### src/rtl/int8_mac_pkg.sv
// Shared definitions for the INT8 dot-product MAC execution unit and its decoder.
package int8_mac_pkg;

  localparam int LANE_W = 8;
  localparam int LANES  = 4;
  localparam int PROD_W = 2 * LANE_W;

  // Codes 4..7 are left undefined on purpose; they execute as DOT4 without write-back.
  typedef enum logic [2:0] {
    DOT4    = 3'd0,
    DOT4A   = 3'd1,
    DOT4ACC = 3'd2,
    ACCCLR  = 3'd3
  } opcode_e;

endpackage

### src/rtl/int8_mac_dot4_mul.sv
// Four independent signed 8x8 lane multipliers, purely combinational.
module int8_mac_dot4_mul
  import int8_mac_pkg::*;
(
  input  logic        [LANES*LANE_W-1:0] a,
  input  logic        [LANES*LANE_W-1:0] b,
  output logic signed [PROD_W-1:0]       prod [LANES]
);

  function automatic logic signed [PROD_W-1:0] lane_mul(input logic [LANE_W-1:0] x,
                                                        input logic [LANE_W-1:0] y);
    logic signed [PROD_W-1:0] xs;
    logic signed [PROD_W-1:0] ys;
    xs = {{LANE_W{x[LANE_W-1]}}, x};
    ys = {{LANE_W{y[LANE_W-1]}}, y};
    return xs * ys;
  endfunction

  always_comb begin
    for (int k = 0; k < LANES; k++) begin
      prod[k] = lane_mul(a[k*LANE_W +: LANE_W], b[k*LANE_W +: LANE_W]);
    end
  end

endmodule

### src/rtl/int8_mac_exec.sv
// Two-stage CV-X-IF execution unit for packed INT8 dot products with a private accumulator.
module int8_mac_exec
  import int8_mac_pkg::*;
#(
  parameter int  XLEN     = 32,
  parameter type opcode_t = int8_mac_pkg::opcode_e,
  parameter type hartid_t = logic,
  parameter type id_t     = logic
) (
  input  logic            clk_i,
  input  logic            rst_ni,
  input  logic            in_valid_i,
  output logic            in_ready_o,
  input  logic [XLEN-1:0] registers_i [3],
  input  opcode_t         opcode_i,
  input  hartid_t         hartid_i,
  input  id_t             id_i,
  input  logic [4:0]      rd_i,
  input  logic            flush_i,
  output logic            result_valid_o,
  input  logic            result_ready_i,
  output logic [XLEN-1:0] result_data_o,
  output logic [4:0]      result_rd_o,
  output id_t             result_id_o,
  output hartid_t         result_hartid_o,
  output logic            result_we_o
);

  function automatic logic signed [XLEN-1:0] sext_prod(input logic signed [PROD_W-1:0] p);
    return {{(XLEN-PROD_W){p[PROD_W-1]}}, p};
  endfunction

  function automatic logic signed [XLEN-1:0] wrap_add(input logic signed [XLEN-1:0] x,
                                                      input logic signed [XLEN-1:0] y);
    return x + y;
  endfunction

  logic signed [PROD_W-1:0] prod_w    [LANES];
  logic signed [PROD_W-1:0] prod_p1_q [LANES];
  logic signed [PROD_W-1:0] prod_p1_d [LANES];
  opcode_t                  op_p1_q, op_p1_d;
  logic [XLEN-1:0]          rs3_p1_q, rs3_p1_d;
  logic [4:0]               rd_p1_q, rd_p1_d;
  id_t                      id_p1_q, id_p1_d;
  hartid_t                  hart_p1_q, hart_p1_d;
  logic                     vld_p1_q, vld_p1_d;

  logic                     vld_p2_q, vld_p2_d;
  logic [XLEN-1:0]          data_p2_q, data_p2_d;
  logic [4:0]               rd_p2_q, rd_p2_d;
  id_t                      id_p2_q, id_p2_d;
  hartid_t                  hart_p2_q, hart_p2_d;
  logic                     we_p2_q, we_p2_d;
  logic signed [XLEN-1:0]   acc_q, acc_d;

  logic                     s2_free, accept, advance;
  logic signed [XLEN-1:0]   dot4, op_res, acc_next;
  logic                     op_we;

  int8_mac_dot4_mul u_mul (
    .a    (registers_i[0][LANES*LANE_W-1:0]),
    .b    (registers_i[1][LANES*LANE_W-1:0]),
    .prod (prod_w)
  );

  // Handshake: S2 frees on retire, S1 drains into a free S2, flush blocks new work.
  assign s2_free    = !vld_p2_q || result_ready_i;
  assign in_ready_o = rst_ni && !flush_i && (!vld_p1_q || s2_free);
  assign accept     = in_valid_i && in_ready_o;
  assign advance    = vld_p1_q && s2_free && !flush_i;

  // ---- S1 -> S2: lane sum and operation select ----
  always_comb begin
    dot4 = '0;
    for (int k = 0; k < LANES; k++) begin
      dot4 = wrap_add(dot4, sext_prod(prod_p1_q[k]));
    end
  end

  always_comb begin
    op_res   = dot4;
    op_we    = 1'b1;
    acc_next = acc_q;
    case (op_p1_q)
      DOT4:    op_res = dot4;
      DOT4A:   op_res = wrap_add($signed(rs3_p1_q), dot4);
      DOT4ACC: begin
        acc_next = wrap_add(acc_q, dot4);
        op_res   = acc_next;
      end
      ACCCLR:  begin
        op_res   = acc_q;
        acc_next = '0;
      end
      default: op_we = 1'b0;
    endcase
  end

  always_comb begin
    vld_p1_d  = vld_p1_q;
    prod_p1_d = prod_p1_q;
    op_p1_d   = op_p1_q;
    rs3_p1_d  = rs3_p1_q;
    rd_p1_d   = rd_p1_q;
    id_p1_d   = id_p1_q;
    hart_p1_d = hart_p1_q;
    if (flush_i) begin
      vld_p1_d = 1'b0;
    end else if (accept) begin
      vld_p1_d  = 1'b1;
      prod_p1_d = prod_w;
      op_p1_d   = opcode_i;
      rs3_p1_d  = registers_i[2];
      rd_p1_d   = rd_i;
      id_p1_d   = id_i;
      hart_p1_d = hartid_i;
    end else if (advance) begin
      vld_p1_d = 1'b0;
    end
  end

  // The accumulator moves only when an instruction enters S2, so chained DOT4ACC never stalls.
  always_comb begin
    vld_p2_d  = vld_p2_q;
    data_p2_d = data_p2_q;
    rd_p2_d   = rd_p2_q;
    id_p2_d   = id_p2_q;
    hart_p2_d = hart_p2_q;
    we_p2_d   = we_p2_q;
    acc_d     = acc_q;
    if (flush_i) begin
      vld_p2_d = 1'b0;
    end else if (advance) begin
      vld_p2_d  = 1'b1;
      data_p2_d = op_res;
      we_p2_d   = op_we;
      rd_p2_d   = rd_p1_q;
      id_p2_d   = id_p1_q;
      hart_p2_d = hart_p1_q;
      acc_d     = acc_next;
    end else if (result_ready_i) begin
      vld_p2_d = 1'b0;
    end
  end

  // ---- S1 register: operand products and instruction fields ----
  always_ff @(posedge clk_i) begin
    prod_p1_q <= prod_p1_d;
    op_p1_q   <= op_p1_d;
    rs3_p1_q  <= rs3_p1_d;
    rd_p1_q   <= rd_p1_d;
    id_p1_q   <= id_p1_d;
    hart_p1_q <= hart_p1_d;
  end

  // ---- S2 register: valids, accumulator and result ----
  always_ff @(posedge clk_i or negedge rst_ni) begin
    if (!rst_ni) begin
      vld_p1_q  <= 1'b0;
      vld_p2_q  <= 1'b0;
      acc_q     <= '0;
      data_p2_q <= '0;
      rd_p2_q   <= '0;
      id_p2_q   <= '0;
      hart_p2_q <= '0;
      we_p2_q   <= 1'b0;
    end else begin
      vld_p1_q  <= vld_p1_d;
      vld_p2_q  <= vld_p2_d;
      acc_q     <= acc_d;
      data_p2_q <= data_p2_d;
      rd_p2_q   <= rd_p2_d;
      id_p2_q   <= id_p2_d;
      hart_p2_q <= hart_p2_d;
      we_p2_q   <= we_p2_d;
    end
  end

  assign result_valid_o  = vld_p2_q;
  assign result_data_o   = data_p2_q;
  assign result_rd_o     = rd_p2_q;
  assign result_id_o     = id_p2_q;
  assign result_hartid_o = hart_p2_q;
  assign result_we_o     = we_p2_q;

endmodule

### config.mk
export PLATFORM = sky130hd
export DESIGN_NAME = int8_mac_exec
export DESIGN_NICKNAME = d
export VERILOG_FILES = /design/src/rtl/int8_mac_pkg.sv /design/src/rtl/int8_mac_dot4_mul.sv /design/src/rtl/int8_mac_exec.sv
export SDC_FILE = /design/constraint.sdc
export NUM_CORES = 1
export LEC_CHECK = 0
export BUFFER_PORTS_ARGS = -buffer_cell sky130_fd_sc_hd__buf_4
export CELL_PAD_IN_SITES_DETAIL_PLACEMENT = 1
export CELL_PAD_IN_SITES_GLOBAL_PLACEMENT = 1
export CORE_UTILIZATION = 45
export CTS_CLUSTER_DIAMETER = 100
export DETAILED_ROUTE_END_ITERATION = 6
export PLACE_DENSITY_LB_ADDON = 0.1
export SLEW_MARGIN = 30
export SYNTH_ARGS = -nofsm -noshare
export SYNTH_HDL_FRONTEND = slang
export SYNTH_SLANG_ARGS = --single-unit
export TNS_END_PERCENT = 1
### constraint.sdc
create_clock -name clk_i -period 17 [get_ports clk_i]
set_input_delay 0.85 -clock clk_i [delete_from_list [all_inputs] [get_ports clk_i]]
set_output_delay 0.85 -clock clk_i [all_outputs]
set_load 0.03 [all_outputs]
=== After elaboration in Yosys (flattened, before gate mapping) ===
Index checks and enable logic that the tools add are counted.

* Register bits after elaboration: 180
* Output and inout port bits: 42
* Word-level logic and storage cells: 57
* Bits in latches: 0
* Memory bits (read-only): 0
* Input port bits: 111
* Memories kept: 0
* Memory bits (writable): 0

* $mul: 4
* Muxes and demuxes: 9
* $add $sub $neg: 5
* Magnitude comparators: 0
* Reduce and logical (&&, ||, !) cells: 18
* Shifts and indexed selects: 0
* Div/mod/pow operators: 0
* Bitwise gates (word level): 1
* Equal/unequal tests: 3

{| class="wikitable"
|+ Operator list
! operator !! number
|-
| $pmux 32 s3 || 1
|-
| $add 32x19->32 || 2
|-
| $mul 8x8->16 || 4
|-
| $pmux 32 s2 || 1
|-
| $add 18x16->19 || 1
|-
| $add 17x16->18 || 1
|-
| $add 16x16->17 || 1
|-
| $mux 1 || 7
|-
| $eq 3x2->1 const B || 2
|-
| $reduce_bool 3->1 || 2
|-
| $logic_and 1x1->1 || 5
|-
| $reduce_and 2->1 || 2
|-
| $reduce_or 4->1 || 1
|-
| $eq 3x1->1 const B || 1
|-
| $logic_not 1->1 || 3
|-
| $logic_not 3->1 || 1
|-
| $reduce_and 3->1 || 1
|-
| $logic_or 1x1->1 || 2
|-
| $reduce_bool 2->1 || 1
|-
| $not 1->1 || 1
|}

=== Longest topological paths before layout ===
Gate-level depths: netlist of the first run.

* Depth after elaboration: 7
* Depth in mapped cells: 27

=== Modules after synthesis ===
From an unflattened synthesis of the first run, not the netlist that was laid out.

* Cell total of the unflattened synthesis: 2,227
* Area, all modules: 21,285.4 µm²

{| class="wikitable"
|+ By module, submodules not included
! module !! seq. area each (µm²) !! times used !! area each (µm²) !! cells an instance
|-
| int8_mac_exec || 5,034.8 || 1 || 11,365.9 || 1,113
|-
| int8_mac_dot4_mul || 0.0 || 1 || 9,919.5 || 1,114
|}

=== Worst setup path before layout of the first run ===
OpenSTA, ideal clock, no wires.

* Path kind: register to register
* Start point: reg prod_p1_q[18] (netlist bit)
* End point: reg data_p2_q[31] (netlist: result_data_o[31])
* Buffers on the path: 1
* Data required time: 16,864 ps
* Cell stages (with the launch flop): 24
* Data arrival time: 5,432 ps
* Path slack: 11,432 ps
* Setup time: 136 ps
* Period minus slack after synthesis: 5,568 ps
* Cell sequence: edfxtp_1 inv_1 fa_1 fa_1 inv_1 ha_1 a211oi_1 nor2_1 o31ai_1 a2111oi_1 o21bai_1 a22o_1 ha_1 clkbuf_1 a21oi_1 o21ai_0 a41oi_1 o21ai_0 o311ai_2 a21oi_2 a221oi_2 xnor2_1 a221oi_1 a31oi_1

* Cells in the longest elaborated chain, start to end: 4

{| class="wikitable"
|+ Ends and longest elaborated chain
! item !! RTL line !! RTL
|-
| from (decl) || int8_mac_exec.sv:39 || <nowiki>logic signed [PROD_W-1:0] prod_p1_q [LANES];</nowiki>
|-
| from (signal assigned) || int8_mac_exec.sv:148 || <nowiki>prod_p1_q <= prod_p1_d;</nowiki>
|-
| $add 17x16->18 (*) || int8_mac_exec.sv:35 || <nowiki>return x + y;</nowiki>
|-
| $add 18x16->19 (*) || int8_mac_exec.sv:35 ||
|-
| $add 32x19->32 || int8_mac_exec.sv:35 ||
|-
| $pmux 32 s3 (*) || int8_mac_exec.sv:84 || <nowiki>case (op_p1_q)</nowiki>
|-
| to (signal assigned) || int8_mac_exec.sv:171 || <nowiki>data_p2_q <= data_p2_d;</nowiki>
|-
| to (decl) || int8_mac_exec.sv:49 || <nowiki>logic [XLEN-1:0] data_p2_q, data_p2_d;</nowiki>
|}

Mark *: on every way between the ends. The rest lies on a longest branch, timed or not.
A chain may end at the register's enable or synchronous reset.

=== Final worst setup path of the first run ===
* Start point: reg prod_p1_q[1] (netlist bit)
* End point: reg data_p2_q[30] (netlist: result_data_o[30])

* Cells in the longest elaborated chain, start to end: 3

{| class="wikitable"
|+ Ends and longest elaborated chain
! item !! RTL line
|-
| $add 18x16->19 (*) || int8_mac_exec.sv:35
|-
| $add 32x19->32 || int8_mac_exec.sv:35
|-
| $pmux 32 s3 (*) || int8_mac_exec.sv:84
|}

Marked as above.

==> results.toml, run 1 <==
[timing]
slew_viol_final = 0
final-setup-viol-count = 0
max_slew_margin_pct = 41.8
worst_pin_slew_ns = 0.872
period_share_pct = 37.2
setup_tns_ns = 0
final_hold_viol_count = 0
max_freq_mhz = 158
fin_crit_ns = 6.32
rsz0062_at_grt = "no"
fin_skew_ns = 0.0128
setup_slack_ns = 10.68

[yosys]
yosys_warnings = 0
synth_edf_count = 106
synthFlopType = "edfxtp_1"
ys_seq_area_share_pct = 24.1
ys_types = 72
syn_avg_cell_area_um2 = 9.61
syn_area_um2 = 20900
ys_ff_latch = 180
synth.net_count = 2738
synthArstFlopShare_pct = 41.1
synth_cells = 2173

[place]
io_buffer_count = 152
globalplace.congestion = 0.896
dp_slack_ns = 10.70
place_area_um2 = 22700
hpwl_mm = 45.9

[cells_and_area]
area_growth_pct = 11.5
design_area_um2 = 23300
nNetsFinal = 2882
diodes = 0
drive_gt1_share_pct = 9.18
fillers = 5223
final_util_pct = 51.1

[grt]
antenna_found_initial = 0
grt-ovfl-total = 0
grt_max_degree = 57
grt_first_pass_wirelength_mm = 91.5
grt_pass1_vias = 17200
grt_usage_pct = 24.9

[clock_tree]
cts-htree-levels = 4
root_buffer = "clkbuf_16"
clk_pin_slew_ns = 0.07
clock_latency_ns = 0.48
cts_sinks = 180
numCtsBuffers = 17
cts_hold_buf = 0
post_cts_buffers = 0
cts_tree = "done"
cts_buffer_depth = 2
post_cts_resize_count = 0

[die]
die_h_um = 217
initial_core_util_pct = 45.8
core_region_area_um2 = 45600
num_io_pins = 153
dieWidth_um = 217
die_area_um2 = 47300
rows = 78

[route]
wirelength_mm = 55.6
drt_iter0_markers = 676
drc = 0
first_pass_iters = 5
via_count = 15500
post_drt_wl_per_cell_um = 19.0
via_per_inst = 5.30
ant_nets = 0

[critical_path]
cp_data_arrival_time_ns = 6.67
rrSetupSlack_ns = 10.68
reg2reg_from = "prod_p1_q[1]$_DFFE_PP_"
cp-end-kind = "flop"
worst-r2r-cell-count = 26
path_class = "reg -> reg"
worst_r2r_endpoint = "result_data_o[30]$_DFFE_PN0P_"
cp.required_ns = 17.35
cp-start-kind = "flop"
worstPathMaxFanout = 8

[run]
maxCapViolCount = 0

[min_path]
hold_path.class = "in -> async"

[outcome]
outcome = "finished clean"
## state kept, by name (all words and copies together), names as in the netlist
register / cells
prod_p1_q: 64
acc_q: 32
result_data_o: 32
rs3_p1_q: 32
rd_p1_q: 5
result_rd_o: 5
op_p1_q: 3
hart_p1_q: 1
id_p1_q: 1
result_hartid_o: 1
result_id_o: 1
result_valid_o: 1
result_we_o: 1
vld_p1_q: 1
## placed cells by master, fill, tap and decap left out, types with 7 or more instances in the layout
cell type,synthesis,routed
xor2_1,26,26
nor2b_1,12,12
a22o_1,21,21
nor2_1,105,104
a21oi_1,97,97
fa_1,255,255
o21bai_1,11,11
nand4_1,8,8
nor3_1,16,16
o211ai_1,7,7
a21boi_0,13,13
clkbuf_16,0,17
nand3_1,12,12
dfrtp_1,74,74
a31oi_1,19,19
xnor2_1,98,98
a21o_1,37,37
inv_1,403,403
buf_4,0,161
nand2_1,205,205
and2_1,154,153
nand2b_1,41,41
a221oi_1,17,17
a211oi_1,9,9
o21a_1,15,15
ha_1,199,199
edfxtp_1,106,106
o21ai_0,80,80
## worst max-delay path: stages (launching register included)
cell and delay [ns]:
edfxtp_1 0.32, inv_1 0.05, fa_1 0.55, fa_1 0.40, inv_1 0.06, ha_1 0.18, inv_1 0.07, fa_1 0.46
nor2b_1 0.11, o21ai_0 0.10, a21boi_0 0.43, o221ai_1 0.24, nand3_1 0.15, a31o_2 0.16, a21oi_1 0.07, xnor2_1 0.38
ha_1 0.40, nand2_1 0.10, nor2_1 0.06, a221o_1 0.29, a31oi_1 0.20, a21oi_1 0.18, a31oi_1 0.47, o31ai_1 0.16
xnor2_1 0.17, a221oi_1 0.30, a21oi_1 0.10
## layer usage
| metal | wire length [µm] | vias up | global-route usage (%) |
|---|---|---|---|
| met5 | 0 | - | 0 |
| met4 | 1060 | 0 | 6.60 |
| met3 | 1160 | 52 | 2.59 |
| met2 | 29200 | 193 | 45.0 |
| met1 | 24200 | 7897 | 31.5 |
| li1 | - | 7390 | - |
## cells in the mapped netlist, types with 13 or more instances
master	number	area, µm²
inv_1	403	1510
fa_1	255	5100
nand2_1	205	769
ha_1	199	2490
and2_1	154	963
edfxtp_1	106	3180
nor2_1	105	394
xnor2_1	98	858
a21oi_1	97	485
o21ai_0	80	400
dfrtp_1	74	1850
nand2b_1	41	257
a21o_1	37	278
clkbuf_1	33	124
xor2_1	26	228
a22o_1	21	184
a31oi_1	19	119
a221oi_1	17	149
nor3_1	16	80.1
o21a_1	15	113
a21boi_0	13	97.6
## per-stage QoR
step,hold slack [ns],instances
floorplan,0.415,2173
global placement,0.419,2898
detailed placement,0.437,2898
CTS,0.347,2930
global route,0.372,2930
finish,0.352,2930
## logic make-up after synthesis
family | Yosys count | synth area share, %
mux | 4 | 0.192
buf+inv | 439 | 7.90
simple gates | 585 | 13.8
xor+xnor | 124 | 5.20
compound gates | 387 | 12.5
fa+ha+maj | 454 | 36.4
flops | 180 | 24.1
## worst max path at each step
stage                       startpoint                            end  slack [ns]  depth (start not counted)
6_report        prod_p1_q[1]$_DFFE_PP_  result_data_o[30]$_DFFE_PN0P_       10.68                         26
5_1_grt         prod_p1_q[1]$_DFFE_PP_  result_data_o[31]$_DFFE_PN0P_       10.14                         25
4_1_cts         prod_p1_q[1]$_DFFE_PP_  result_data_o[30]$_DFFE_PN0P_       10.65                         26
3_5_place_dp    prod_p1_q[1]$_DFFE_PP_  result_data_o[30]$_DFFE_PN0P_       10.70                         26
3_3_place_gp    prod_p1_q[1]$_DFFE_PP_  result_data_o[30]$_DFFE_PN0P_       10.84                         26
2_1_floorplan  prod_p1_q[18]$_DFFE_PP_  result_data_o[31]$_DFFE_PN0P_       11.43                         23
## cell type report
cell class	instances	area [µm²]	area share (%)
repair buffers	161	1210	5.19
inverters	403	1510	6.49
clock inverters	13	128	0.548
flip-flops and latches	180	5030	21.6
multi-input cells	1554	14200	61.0
clock buffers	19	443	1.90
well taps	600	751	3.22
Power of run 1 is left out: the tool's default activity adds up to more than one toggle a clock period on the data nets, which glitch-free logic cannot reach.
==> run 2, diff against run 1 <==
- CORE_UTILIZATION: 45 -> 44
- clock period: 17 -> 5.7 ns (I/O delays scaled with it)
==> run 2 against run 1 <==
The flow now finishes with violations (design-rule violations). Final cell count grew 3.7%. Non-clock buffer count up 102. First-iteration DRC count decreased by 11%. Clock skew up 0.0033 ns. Register-to-register slack got worse by 10 ns. Die area up 2.3%. Core utilization increased by 1.7 points. Routed wire length is 2.4% higher. Critical path type unchanged. Critical endpoint is now result_data_o[31]$_DFFE_PN0P_. Largest cell class unchanged. Highest routed layer unchanged.
==> results.toml, run 2 (synthesis results as in run 1) <==
[outcome]
outcome = "finished with violations"
violations = "design-rule violations"

[critical_path]
cp_data_arrival_time_ns = 5.86
reg2reg_from = "prod_p1_q[17]$_DFFE_PP_"
worst-r2r-cell-count = 27
path_class = "reg -> reg"
cp-start-kind = "flop"
worst_r2r_endpoint = "result_data_o[31]$_DFFE_PN0P_"
cp-end-kind = "flop"
startpoint = "prod_p1_q[17]$_DFFE_PP_"
setup.worst_path.end = "result_data_o[31]$_DFFE_PN0P_"
cp.required_ns = 6.05
rrSetupSlack_ns = 0.19
worstPathMaxFanout = 3

[clock_tree]
cts_buffer_depth = 2
cts_tree = "done"
cts-htree-levels = 4
clock_latency_ns = 0.48
clk_pin_slew_ns = 0.07
numCtsBuffers = 17
cts_sinks = 180
root_buffer = "clkbuf_16"

[cells_and_area]
area_growth_pct = 18.1
layout_commonest_cell = "inv_1"
top_register = "prod_p1_q"
nNetsFinal = 2984
diodes = 0
drive_gt1_share_pct = 14.3
layout_common_cells = "400 x inv_1, 254 x fa_1, 217 x buf_4"
final_util_pct = 52.9
largest_reg_flops = 64

[grt]
grt_usage_pct = 24.2
antenna_found_initial = 1
grt-ovfl-total = 0
grt_pass1_vias = 17600
grt_first_pass_wirelength_mm = 90.9
grt_max_degree = 67

[die]
die_area_um2 = 48400
dieWidth_um = 220
num_io_pins = 153
die_h_um = 220
rows = 79
core_region_area_um2 = 46700
initial_core_util_pct = 44.8

[timing]
max_freq_mhz = 181
rsz0062_at_grt = "yes"
final_hold_viol_count = 0
period_share_pct = 96.7
slew_viol_final = 0
max_slew_margin_pct = 54.5
final-setup-viol-count = 0
fin_skew_ns = 0.0161
fin_crit_ns = 5.51
worst_pin_slew_ns = 0.681

[route]
drt_iter0_markers = 599
ant_nets = 0
via_count = 16100
first_pass_iters = 7
via_per_inst = 5.28
wirelength_mm = 57.0
post_drt_wl_per_cell_um = 18.7
drc = 18

[place]
io_buffer_count = 152
globalplace.congestion = 0.969
hpwl_mm = 46.1

[min_path]
hold_path.class = "in -> reg"
min_path_cells = 1

[run]
maxCapViolCount = 0
==> run 2: cell types whose count changed in the layout (fill, tap and decap cells not counted), moves of 11 or more <==
cell	previous run	this run
a21oi_1	97	84
buf_4	161	217
a21oi_2	2	13
ha_1	199	187
dlygate4sd3_1	0	43
==> run 2: stage by stage <==
stage / instances / setup TNS [ns] / area, µm² / setup slack, ns / hold WS (ns)
floorplan: 2173 / 0 / 20900 / 0.132 / -0.0106
global route: 3039 / -0.640 / 24700 / -0.130 / 0.00289
CTS: 3023 / -0.211 / 24200 / -0.0692 / 0.00396
finish: 3039 / 0 / 24700 / 0.186 / 0.0316
detailed placement: 2945 / -4.20 / 23000 / -0.383 / 0.289
global placement: 2945 / -0.778 / 23000 / -0.183 / 0.296
==> run 2: worst min-delay path by stage <==
| stage | start | slack [ns] | to |
|---|---|---|---|
| 3_3_place_gp | rst_ni | 0.30 | result_we_o$_DFFE_PN0P_ |
| 2_1_floorplan | rst_ni | -0.01 | acc_q[0]$_DFFE_PN0P_ |
| 5_1_grt | registers_i[18] | 0.003 | rs3_p1_q[18]$_DFFE_PP_ |
| 4_1_cts | registers_i[18] | 0.004 | rs3_p1_q[18]$_DFFE_PP_ |
| 3_5_place_dp | rst_ni | 0.29 | result_data_o[7]$_DFFE_PN0P_ |
| 6_report | registers_i[18] | 0.03 | rs3_p1_q[18]$_DFFE_PP_ |
==> run 2: per-layer routing <==
| metal | track usage [%] | share of wire [%] | wire, µm | vias up |
|---|---|---|---|---|
| met1 | 29.0 | 42 | 23700 | 8174 |
| met4 | 7.33 | 2.6 | 1500 | 0 |
| met3 | 2.59 | 2.1 | 1190 | 87 |
| li1 | - | - | - | 7580 |
| met5 | 0 | 0 | 0 | - |
| met2 | 45.2 | 54 | 30600 | 213 |
==> run 2: worst max-delay path, stage by stage, from the launching register on <==
cell and delay [ns]:
edfxtp_1 0.39, inv_2 0.07, fa_1 0.44, fa_1 0.51, inv_1 0.04, ha_2 0.17, buf_4 0.13, buf_4 0.12
a211oi_2 0.24, nor2_2 0.09, o31ai_4 0.26, a2111oi_4 0.13, o21ai_1 0.16, nand2b_1 0.08, a21oi_2 0.17, xnor2_2 0.20
ha_4 0.27, buf_4 0.13, a21oi_1 0.12, o21ai_0 0.12, a41oi_2 0.21, o21ai_2 0.10, o311ai_4 0.34, a21oi_4 0.12
a221oi_2 0.27, xnor2_1 0.11, a221oi_1 0.26, a31oi_1 0.13
==> run 2: repair_timing <==
action                     in CTS  in global routing
hold endpoints to repair       78                  0
setup endpoints to repair      26                 37
gates resized for setup        19                 76
pin swaps                       6                 55
hold buffers                   43                  0
buffers inserted                3                 15
gates cloned                    0                  0
==> run 2: area by class of cell <==
cell class	count	area (µm²)
repair buffers	263	2110
fillers	5273	22000
clock buffers	18	439
clock inverters	14	138
flip-flops and latches	180	5030
inverters	403	1510
well taps	607	759
multi-input cells	1554	14700
Power of run 2 is left out for the same reason.
